File: src/rtl/pwr_seq_ctrl.sv
// Multi-domain power sequencer: switch enable, isolation, save/restore in timed order.
// Latency: outputs are registered, reflecting the state entered at the last clk edge.
// No backpressure: waits on sw_ack levels, staggers power-ups, times out into err.
module pwr_seq_ctrl #(
    parameter int NUM_DOM   = 2,
    parameter int CNT_W     = 8,
    parameter int T_SETTLE  = 4,
    parameter int T_SAVE    = 2,
    parameter int T_ISO     = 1,
    parameter int T_TIMEOUT = 10
) (
    input  logic               clk,
    input  logic               rst_n,
    input  logic [NUM_DOM-1:0] pwr_req,
    input  logic               sleep_mode,
    input  logic [NUM_DOM-1:0] sw_ack,
    input  logic               err_clr,
    output logic [NUM_DOM-1:0] sw_en,
    output logic [NUM_DOM-1:0] iso_en,
    output logic [NUM_DOM-1:0] save,
    output logic [NUM_DOM-1:0] restore,
    output logic [NUM_DOM-1:0] dom_on,
    output logic               busy,
    output logic [NUM_DOM-1:0] err
);

    typedef enum logic [2:0] {
        S_OFF, S_PUP, S_SETTLE, S_RESTORE, S_ON, S_ISO, S_SAVE, S_PDN
    } state_t;

    // Timed states load count-1 and leave when the counter reaches zero.
    localparam logic [CNT_W-1:0] L_SETTLE  = CNT_W'(T_SETTLE - 1);
    localparam logic [CNT_W-1:0] L_SAVE    = CNT_W'(T_SAVE - 1);
    localparam logic [CNT_W-1:0] L_ISO     = CNT_W'(T_ISO - 1);
    localparam logic [CNT_W-1:0] L_TIMEOUT = CNT_W'(T_TIMEOUT - 1);

    state_t             st      [NUM_DOM];
    state_t             st_nxt  [NUM_DOM];
    logic [CNT_W-1:0]   cnt     [NUM_DOM];
    logic [CNT_W-1:0]   cnt_nxt [NUM_DOM];

    logic [NUM_DOM-1:0] req_eff;
    logic [NUM_DOM-1:0] grant;
    logic [NUM_DOM-1:0] err_set;
    logic               pup_active;
    logic               granted_one;

    logic [NUM_DOM-1:0] sw_en_d;
    logic [NUM_DOM-1:0] iso_en_d;
    logic [NUM_DOM-1:0] save_d;
    logic [NUM_DOM-1:0] restore_d;
    logic [NUM_DOM-1:0] dom_on_d;
    logic [NUM_DOM-1:0] err_d;
    logic               busy_d;

    assign req_eff = pwr_req & ~{NUM_DOM{sleep_mode}};

    // Inrush limit: one domain in PUP/SETTLE at a time, lowest requesting index wins.
    always_comb begin
        pup_active  = 1'b0;
        granted_one = 1'b0;
        grant       = '0;
        for (int i = 0; i < NUM_DOM; i++) begin
            if (st[i] == S_PUP || st[i] == S_SETTLE) pup_active = 1'b1;
        end
        for (int i = 0; i < NUM_DOM; i++) begin
            if (!pup_active && !granted_one && st[i] == S_OFF && req_eff[i]) begin
                grant[i]    = 1'b1;
                granted_one = 1'b1;
            end
        end
    end

    always_comb begin
        for (int i = 0; i < NUM_DOM; i++) begin
            st_nxt[i]  = st[i];
            cnt_nxt[i] = cnt[i];
            err_set[i] = 1'b0;
            case (st[i])
                S_OFF: begin
                    if (grant[i]) begin
                        st_nxt[i]  = S_PUP;
                        cnt_nxt[i] = '0;
                    end
                end
                S_PUP: begin
                    if (sw_ack[i]) begin
                        st_nxt[i]  = S_SETTLE;
                        cnt_nxt[i] = L_SETTLE;
                    end else if (cnt[i] == L_TIMEOUT) begin
                        st_nxt[i]  = S_OFF;
                        err_set[i] = 1'b1;
                    end else begin
                        cnt_nxt[i] = cnt[i] + CNT_W'(1);
                    end
                end
                S_SETTLE: begin
                    if (cnt[i] == '0) begin
                        st_nxt[i]  = S_RESTORE;
                        cnt_nxt[i] = L_SAVE;
                    end else begin
                        cnt_nxt[i] = cnt[i] - CNT_W'(1);
                    end
                end
                S_RESTORE: begin
                    if (cnt[i] == '0) st_nxt[i] = S_ON;
                    else              cnt_nxt[i] = cnt[i] - CNT_W'(1);
                end
                S_ON: begin
                    if (!req_eff[i]) begin
                        st_nxt[i]  = S_ISO;
                        cnt_nxt[i] = L_ISO;
                    end
                end
                S_ISO: begin
                    if (cnt[i] == '0) begin
                        st_nxt[i]  = S_SAVE;
                        cnt_nxt[i] = L_SAVE;
                    end else begin
                        cnt_nxt[i] = cnt[i] - CNT_W'(1);
                    end
                end
                S_SAVE: begin
                    if (cnt[i] == '0) begin
                        st_nxt[i]  = S_PDN;
                        cnt_nxt[i] = '0;
                    end else begin
                        cnt_nxt[i] = cnt[i] - CNT_W'(1);
                    end
                end
                S_PDN: begin
                    if (!sw_ack[i]) begin
                        st_nxt[i] = S_OFF;
                    end else if (cnt[i] == L_TIMEOUT) begin
                        st_nxt[i]  = S_OFF;
                        err_set[i] = 1'b1;
                    end else begin
                        cnt_nxt[i] = cnt[i] + CNT_W'(1);
                    end
                end
                default: st_nxt[i] = S_OFF;
            endcase
        end
    end

    // Outputs are decoded from the next state so they register alongside it.
    always_comb begin
        busy_d = 1'b0;
        for (int i = 0; i < NUM_DOM; i++) begin
            sw_en_d[i]   = st_nxt[i] inside {S_PUP, S_SETTLE, S_RESTORE, S_ON, S_ISO, S_SAVE};
            iso_en_d[i]  = (st_nxt[i] != S_ON);
            save_d[i]    = (st_nxt[i] == S_SAVE);
            restore_d[i] = (st_nxt[i] == S_RESTORE);
            dom_on_d[i]  = (st_nxt[i] == S_ON);
            if (st_nxt[i] != S_OFF && st_nxt[i] != S_ON) busy_d = 1'b1;
        end
        err_d = err_set | (err & ~{NUM_DOM{err_clr}});
    end

    always_ff @(posedge clk or negedge rst_n) begin
        if (!rst_n) begin
            for (int i = 0; i < NUM_DOM; i++) begin
                st[i]  <= S_OFF;
                cnt[i] <= '0;
            end
            sw_en   <= '0;
            iso_en  <= '1;
            save    <= '0;
            restore <= '0;
            dom_on  <= '0;
            busy    <= 1'b0;
            err     <= '0;
        end else begin
            for (int i = 0; i < NUM_DOM; i++) begin
                st[i]  <= st_nxt[i];
                cnt[i] <= cnt_nxt[i];
            end
            sw_en   <= sw_en_d;
            iso_en  <= iso_en_d;
            save    <= save_d;
            restore <= restore_d;
            dom_on  <= dom_on_d;
            busy    <= busy_d;
            err     <= err_d;
        end
    end

endmodule

File: config.mk
export PLATFORM = sky130hd
export DESIGN_NAME = pwr_seq_ctrl
export DESIGN_NICKNAME = d
export VERILOG_FILES = /design/src/rtl/pwr_seq_ctrl.sv
export SDC_FILE = /design/constraint.sdc
export NUM_CORES = 1
export LEC_CHECK = 0
export BUFFER_PORTS_ARGS = -buffer_cell sky130_fd_sc_hd__buf_4
export CORE_ASPECT_RATIO = 0.8
export CORE_MARGIN = 8
export CORE_UTILIZATION = 30
export CTS_CLUSTER_DIAMETER = 60
export DETAILED_ROUTE_END_ITERATION = 6
export PLACE_DENSITY = 0.44
export SLEW_MARGIN = 20
export SYNTH_ARGS = -nofsm -noshare
export SYNTH_HDL_FRONTEND = slang
export SYNTH_SLANG_ARGS = --single-unit
File: constraint.sdc
create_clock -name clk -period 2.4 [get_ports clk]
set_input_delay 0.12 -clock clk [delete_from_list [all_inputs] [get_ports clk]]
set_output_delay 0.12 -clock clk [all_outputs]
set_load 0.02 [all_outputs]
-- Word-level counts from Yosys, hierarchy flattened
Cells that the tools add are included.
- register bits after elaboration: 35
- bits of input ports: 8
- logic and storage cells: 133
- add/subtract/negate cells: 4
- equality and inequality tests: 38
- multiplexer cells: 52
- bitwise gates (word level): 5
- reductions and logical operators: 23
- operator list (operator ; number):
    8-bit two-way mux ; 16
    8-bit one-hot mux with 7 select lines ; 2
    3-bit two-way mux ; 18
    3-bit one-hot mux with 8 select lines ; 2
    3-bit == test (second input constant) ; 14
    3-bit by 2-bit == test with 1-bit output (second input constant) ; 8
    8-bit by 1-bit adder with 8-bit output (second input constant) ; 2
    8-bit by 4-bit == test with 1-bit output (second input constant) ; 2
    8-bit zero test ; 2
    2-bit inequality test (second input constant) ; 8
    8-bit by 1-bit subtractor with 8-bit output (second input constant) ; 2
    3-bit by 1-bit == test with 1-bit output (second input constant) ; 4
    1-bit two-way mux ; 12
    6-bit nonzero test ; 2
    4-bit AND reduction ; 2
    1-bit logical AND ; 7
    3-bit zero test ; 2
    3-bit inequality test (second input constant) ; 2
    3-bit nonzero test ; 2
    2-bit AND ; 2
    2-bit NOT ; 2
    1-bit one-hot mux with 2 select lines ; 2
    2-bit OR reduction ; 2
    1-bit zero test ; 2
    2 further kinds ; 3

-- Logic depth before layout (Yosys ltp)
Gate-level depths: netlist of the first run.
- depth in word-level cells: 18
- depth in mapped cells: 9
- depth with buffers taken out: 8

-- Worst setup path after synthesis of the first run
Ideal clock, no wire load.
- path kind: reg2reg
- start: reg cnt[0] (netlist name)
- end: reg cnt[3] (netlist name)
- arrival time: 2.154 ns
- slack: 0.125 ns
- cell stages (with the launch flop): 9
- buffers on the path: 0
- period minus slack after synthesis: 2.275 ns
- cells stage by stage: dfrtp_1 inv_1 ha_1 nor3b_1 nand2_1 a31oi_1 a211oi_1 or3_1 a22o_1
- word-level cells in the longest chain between the ends: 4
- elaborated cells between the ends (all ways): 13
- those cells by class: add/sub (2); eq/ne (2); mux (7); reduce/logical (2)
- RTL lines (item ; line ; source):
    from (decl) ; 39 ; logic [CNT_W-1:0] cnt [NUM_DOM];
    from (signal, indexed assignment) ; 176 ; cnt[i] <= cnt_nxt[i];
    8-bit by 1-bit adder with 8-bit output or 8-bit by 4-bit == test with 1-bit output (tied branches) ; n/a ;
    8-bit two-way mux ; 90, 134 ;
    8-bit two-way mux (on tied branches) ; 132, 87 ;
    8-bit one-hot mux with 7 select lines ; 79 ; case (st[i])
Several ways; a longest one is shown, not always the timed one. The select of a mux whose other input is x is not followed.
A chain may end at the register's enable or synchronous reset.

==> out/metrics.cfg, run 1 <==
[final_layout]
diodes=0
areaGrowthSynthToFinish_pct=23.73
layoutNonFillerInstCount=485
num-fill-cells=874
nNetsFinal=389
drive_above_1_share_pct=22.25

[grt]
antenna_found_initial=0
grt_pass1_vias=2588
grt_use_total_pct=13.31
grt_max_degree=36
grt_pass1_wl_um=13320
grt.overflow.total=0

[clock_network]
clock_latency_ns=0.28
numCtsBuffers=5
cts_tree=done
postCtsSetupBuffers=0
max-clock-path-buffers=2
htree_num_levels=2
clock-sinks=35
clkSlewWorstSetupHoldPaths_ns=0.07
root_buffer=clkbuf_8

[synth]
synth_fp_nets=340
async_reset_ff_share_pct=100.0
synth_enable_flop_cells=0
synth_mux_area_share_pct=0
synthAdderAreaFrac_pct=3.774
ys.flop_type=dfrtp_1
synth_top_cell_area_share_pct=31.13
ys_warn_count=0
synth_compound_area_share_pct=30.00
synth.avg_cell_area_um2=8.187
synth_top_family_by_area=compound AO/OA/AOI/OAI gates
ys_types=67
synth_area_leaders=dfrtp_1 31%, nand2_1 4.1%, ha_1 3.8%
syn-instance-count=324
synth_top_area_cell=dfrtp_1
synth-seq-cells=35
synth_simple_gate_area_share_pct=24.72
synth-seq-area-share_pct=33.11
synth_xor_area_share_pct=1.981
syn_area_um2=2653

[critical_path]
cp-start-kind=register
critical_path.endpoint_type=register
reg2reg_from=cnt[12]
cpMaxStageDelayCell=or4_4
max_stage_delay_ns=0.55
cp.buffers_inverters=0
critPathKind=register to register
cp_top_family=simple AND/OR/NAND/NOR gates
worstSetupStartpoint=cnt[12]
worst-path-max-fanout=8
crit_chain=or4_4 -> or2_4 -> nand2_2 -> and3_1 -> o32ai_2 -> or4_1
arrival_ns=2.45
crit_required_ns=2.54

[pwr]
p_per_area_nw_per_um2=665.4
leakage_nw=1.455
ir_worst_vdd_mv=0.3025
p_total_w=0.002184

[timing]
fmax_ghz=0.4342
rsz0062_at_grt=yes
fin_crit_sh_pct=95.97
setup_viol=0
skew_ns=0.007179
hold_violations=0
tightestPinTransition_ns=0.4895
report.final.slew_viol_count=0
fin_ws_ns=0.09666
period_minus_slack_ns=2.303
relSlewSlack_pct=67.37

[outcome]
status=finished clean

[die]
dieArea_um2=12130
die_width_um=121.1
die_y_um=100.1
initial_core_util_pct=31.13
pin_count=21
core_um2=8521
rows=30

[place]
place_inst=477
io_buffers=20
hpwl_um=5671
gp_congestion=0.8346
pre_cts_slack_ns=0.09764

[job]
maxCapViolations=0

[detailed_routing]
drcViolationCount=0
ant_nets=0
route.vias.total=2615
viasPerCell=5.392
wl_per_cell_um=15.47
firstDrtPassIters=4
drt-total-wl_um=7502
drtIter0Drc=197

[hold_path]
hold_path.class=input pin to register
min-delay-start=err_clr

[Yosys cell counts, types with 2 or more instances]
library cell	number
dfstp_2	2
xor2_1	2
or2_2	3
nand3b_1	3
nor4b_1	3
or3_1	4
and2_1	4
a21oi_1	19
buf_1	2
a221oi_1	2
nor3_1	10
o211ai_1	3
o21ai_1	2
o32ai_1	5
and3_1	11
nand2_1	29
nor2_1	25
or3b_2	2
inv_1	20
nand3_1	8
a221o_1	4
dfrtp_1	33
a2111oi_0	2
buf_4	2
a32o_1	6
o22ai_1	8
xnor2_1	4
clkbuf_1	11
a31oi_1	9
a211oi_1	4
o22a_1	4
buf_2	4
o2bb2ai_1	2
nor2b_1	5
or4_1	2
nand2b_1	5
ha_1	8
o221ai_1	3
o21ai_0	19
a22o_1	3
[cells in the final DEF, fill, tap and decap left out, drive strengths merged, types with 4 or more instances in the layout]
master  netlist  final
nand2        30     30
nand2b        5      5
o32ai         6      6
a31oi         9      9
clkbuf       11      6
ha            8      8
and3         11     11
a21oi        20     20
nor2         25     25
a211oi        4      4
a32o          6      6
inv          20     20
or2           4      4
o22ai         8      8
o22a          4      4
and2          5      5
buf           9     61
or3           4      4
dfrtp        33     33
o21ai        21     21
nand3         8      8
nor3         10     10
a221o         4      4
nor2b         5      5
xnor2         4      4
[layer usage]
layer	wire length [µm]	up-vias	track usage, %
met3	350	4	2.525
met2	3097	59	19.51
met5	0	-	0
li1	-	1308	-
met4	41	0	2.744
met1	4013	1244	19.59
[cell type report]
type	count	area, µm²	share of cell area (%)
tap	112	140.1	4.270
timing repair buffer	62	467.9	14.26
sequential	35	878.3	26.76
multi-input combinational	249	1618	49.29
clock inverter	1	30.03	0.9150
clock buffer	6	72.57	2.211
inverter	20	75.07	2.287
[flip-flops by register name (all words and copies together) (netlist names)]
| signal | flops |
|---|---|
| err | 2 |
| save | 2 |
| restore | 2 |
| cnt | 16 |
| dom_on | 2 |
| sw_en | 2 |
| iso_en | 2 |
| busy | 1 |
| st | 6 |
[power breakdown]
group / leakage [nW] / switching, W / internal [W] / total, W
Combinational: 0.998 / 0.000478 / 0.000430 / 0.000909
Clock: 0.0513 / 0.000212 / 0.000305 / 0.000517
Sequential: 0.406 / 0.0000853 / 0.000673 / 0.000758
Total: 1.46 / 0.000776 / 0.00141 / 0.00218
[what timing repair did]
item                                   CTS  global route
resized for setup                        0             3
setup endpoints to repair                0             3
hold buffers                             1             0
endpoints found under the hold margin   33             0
[worst paths after layout]
path	to	slack (ns)	cells after the start
setup / recovery	busy	0.1	6
hold / removal	err[0]	0.05	2
setup reg to reg	busy	0.1	6
hold reg to reg	err[0]	0.55	2
max in group asynchronous	iso_en[1]	1.69	2
min in group asynchronous	restore[0]	0.34	2
[cells by family after synthesis]
logic type                 Yosys count
AOI/OAI and AO/OA                  111
xor gates and xnor gates             6
adders and majority gates            8
buffers and inverters               40
DFF                                 35
and+or+nand+nor                    124
[stage by stage]
step	hold slack [ns]	cell area [µm²]	util, %	TNS (ns)
floorplan	-0.1756	2653	-	0
global placement	0.1212	3156	37.03	0
detailed placement	0.1229	3156	37.03	0
CTS	0.04471	3268	38.36	0
global route	0.06204	3282	38.52	-0.003322
finish	0.05470	3282	38.52	0
Note: power is estimated with default switching activity, not from simulation.
==> inputs of run 2 (changes only) <==
Settings changed: CORE_UTILIZATION 30 to 54, PLACE_DENSITY 0.44 to 0.73.
==> out/metrics.cfg, run 2 (same netlist as run 1, synthesis figures left out) <==
[detailed_routing]
firstDrtPassIters=6  ; +2
wl_per_cell_um=17.20  ; +11%
route.vias.total=2780  ; +6.3%
drcViolationCount=0  ; unchanged
drt-total-wl_um=7362  ; -1.9%
drtIter0Drc=275  ; +40%
ant_nets=0  ; unchanged
viasPerCell=6.495  ; +20%

[final_layout]
diodes=0  ; unchanged
regArea_um2=879.6  ; +0.14%
areaGrowthSynthToFinish_pct=21.13
largestRegisters=cnt x16, st x6
layout_common_cells=55 x buf_4, 32 x dfrtp_1, 29 x nand2_1
num-fill-cells=380  ; -57%
nNetsFinal=383  ; -1.5%
regMostFlops=cnt
largest_register_ffs=16  ; unchanged
drive_above_1_share_pct=22.28  ; +0.031 points
multiInputGateArea_um2=1628  ; +0.62%
layout_commonest_cell=buf_4

[critical_path]
worst-r2r-setup-slack_ns=0.08  ; about the same
max_stage_delay_ns=0.55  ; about the same
cp_top_family=simple AND/OR/NAND/NOR gates
worst-path-max-fanout=8  ; unchanged
crit_required_ns=2.55  ; about the same
arrival_ns=2.47  ; +0.02 ns
cp-start-kind=register
critical_path.endpoint_type=register
critPathKind=register to register
cpMaxStageDelayCell=or4_4
crit_chain=or4_4 -> or2_4 -> nand2_2 -> and3_1 -> o32ai_2 -> or4_1
cp.buffers_inverters=0  ; unchanged

[pwr]
leakage_nw=1.438  ; -1.2%
ir_worst_vdd_mv=0.6233  ; +110%
p_per_area_nw_per_um2=718.8  ; +8.0%

[grt]
antenna_found_initial=0  ; unchanged
grt_pass1_wl_um=12240  ; -8.1%
grt_use_total_pct=20.18  ; +6.9 points
grt_max_degree=36  ; unchanged
grt_pass1_vias=2617  ; +1.1%
grt.overflow.total=0  ; unchanged

[clock_network]
htree_num_levels=2  ; unchanged
clock-sinks=35  ; unchanged
clock_latency_ns=0.29  ; about the same
max-clock-path-buffers=2  ; unchanged
root_buffer=clkbuf_8
clkSlewWorstSetupHoldPaths_ns=0.07  ; about the same
postCtsSetupBuffers=0  ; unchanged
numCtsBuffers=5  ; unchanged
cts_tree=done

[timing]
skew_ns=0.007837  ; +0.0006580 ns
setup_viol=0  ; unchanged
fmax_ghz=0.4314  ; -0.64%
fin_ws_ns=0.08194  ; -0.01472 ns
fin_crit_sh_pct=96.59  ; +0.61 points
setup_tns_ns=0  ; unchanged
report.final.slew_viol_count=0  ; unchanged
fin_hold_ws_ns=0.04486  ; -0.009838 ns
tightestPinTransition_ns=0.5049  ; +0.01543 ns
relSlewSlack_pct=66.34  ; -1.0 points
period_minus_slack_ns=2.318  ; +0.01472 ns
hold_violations=0  ; unchanged

[die]
die_width_um=94.36  ; -22%
pin_count=21  ; unchanged
core_um2=4652  ; -45%
dieArea_um2=7425  ; -39%
initial_core_util_pct=57.02  ; +26 points
rows=22  ; -27%
die_y_um=78.69  ; -21%

[job]
maxCapViolations=0  ; unchanged

[place]
gp_congestion=0.9386  ; +12%
io_buffers=20  ; unchanged
hpwl_um=5383  ; -5.1%
pre_cts_slack_ns=0.07285  ; -0.02479 ns

[outcome]
status=finished clean

[hold_path]
hold_path.class=input pin to register

==> run 2: area by class of cell <==
| type | count | share of cell area [%] |
|---|---|---|
| multi-input combinational | 249 | 50.66 |
| clock inverter | 2 | 1.869 |
| clock buffer | 6 | 2.259 |
| tap | 60 | 2.336 |
| timing repair buffer | 56 | 13.16 |
| inverter | 20 | 2.336 |
| sequential | 35 | 27.38 |
==> run 2: power breakdown <==
group	total, W	switching [W]	leakage [nW]	internal, W
logic	0.000923	0.000507	0.968	0.000416
clock network	0.000637	0.000222	0.0654	0.000415
registers	0.000749	0.0000761	0.404	0.000673
total	0.00231	0.000806	1.44	0.00150
==> run 2: worst paths after layout <==
check	from	end	cells past startpoint
worst max-delay path	cnt[12]	busy	6
worst min-delay path	err_clr	err[0]	2
worst max register to register	cnt[12]	busy	6
worst min register to register	err[1]	err[1]	2
max in group asynchronous	rst_n	cnt[14]	2
min in group asynchronous	rst_n	dom_on[1]	2
==> run 2: timing repair <==
action	CTS	global route
endpoints found under the setup margin	0	3
resized for setup	0	8
hold buffers	1	0
hold endpoints to repair	33	0
==> run 2: per-layer routing <==
layer | GRT usage [%] | routed length [µm] | vias to the layer above
li1 | - | - | 1300
met1 | 26.57 | 3434 | 1348
met2 | 31.00 | 3297 | 116
met3 | 4.468 | 522 | 16
met4 | 8.373 | 108 | 0
met5 | 0 | 0 | -
==> run 2: worst register-to-register path, delay by kind of cell (launching register included) <==
family	cells	cell delay, ns
compound gates	1	0.08
flops	1	0.45
simple gates	5	1.65
==> run 2: per-stage QoR <==
step / cells / utilization [%] / power (W) / instance area, µm²
after floorplan: 324 / - / 0.001361 / 2653
after global placement: 419 / 65.47 / 0.001611 / 3045
after detailed placement: 419 / 65.47 / 0.001640 / 3045
after CTS: 428 / 68.53 / 0.002286 / 3188
after global routing: 428 / 69.07 / 0.002444 / 3213
final: 428 / 69.07 / 0.002309 / 3213
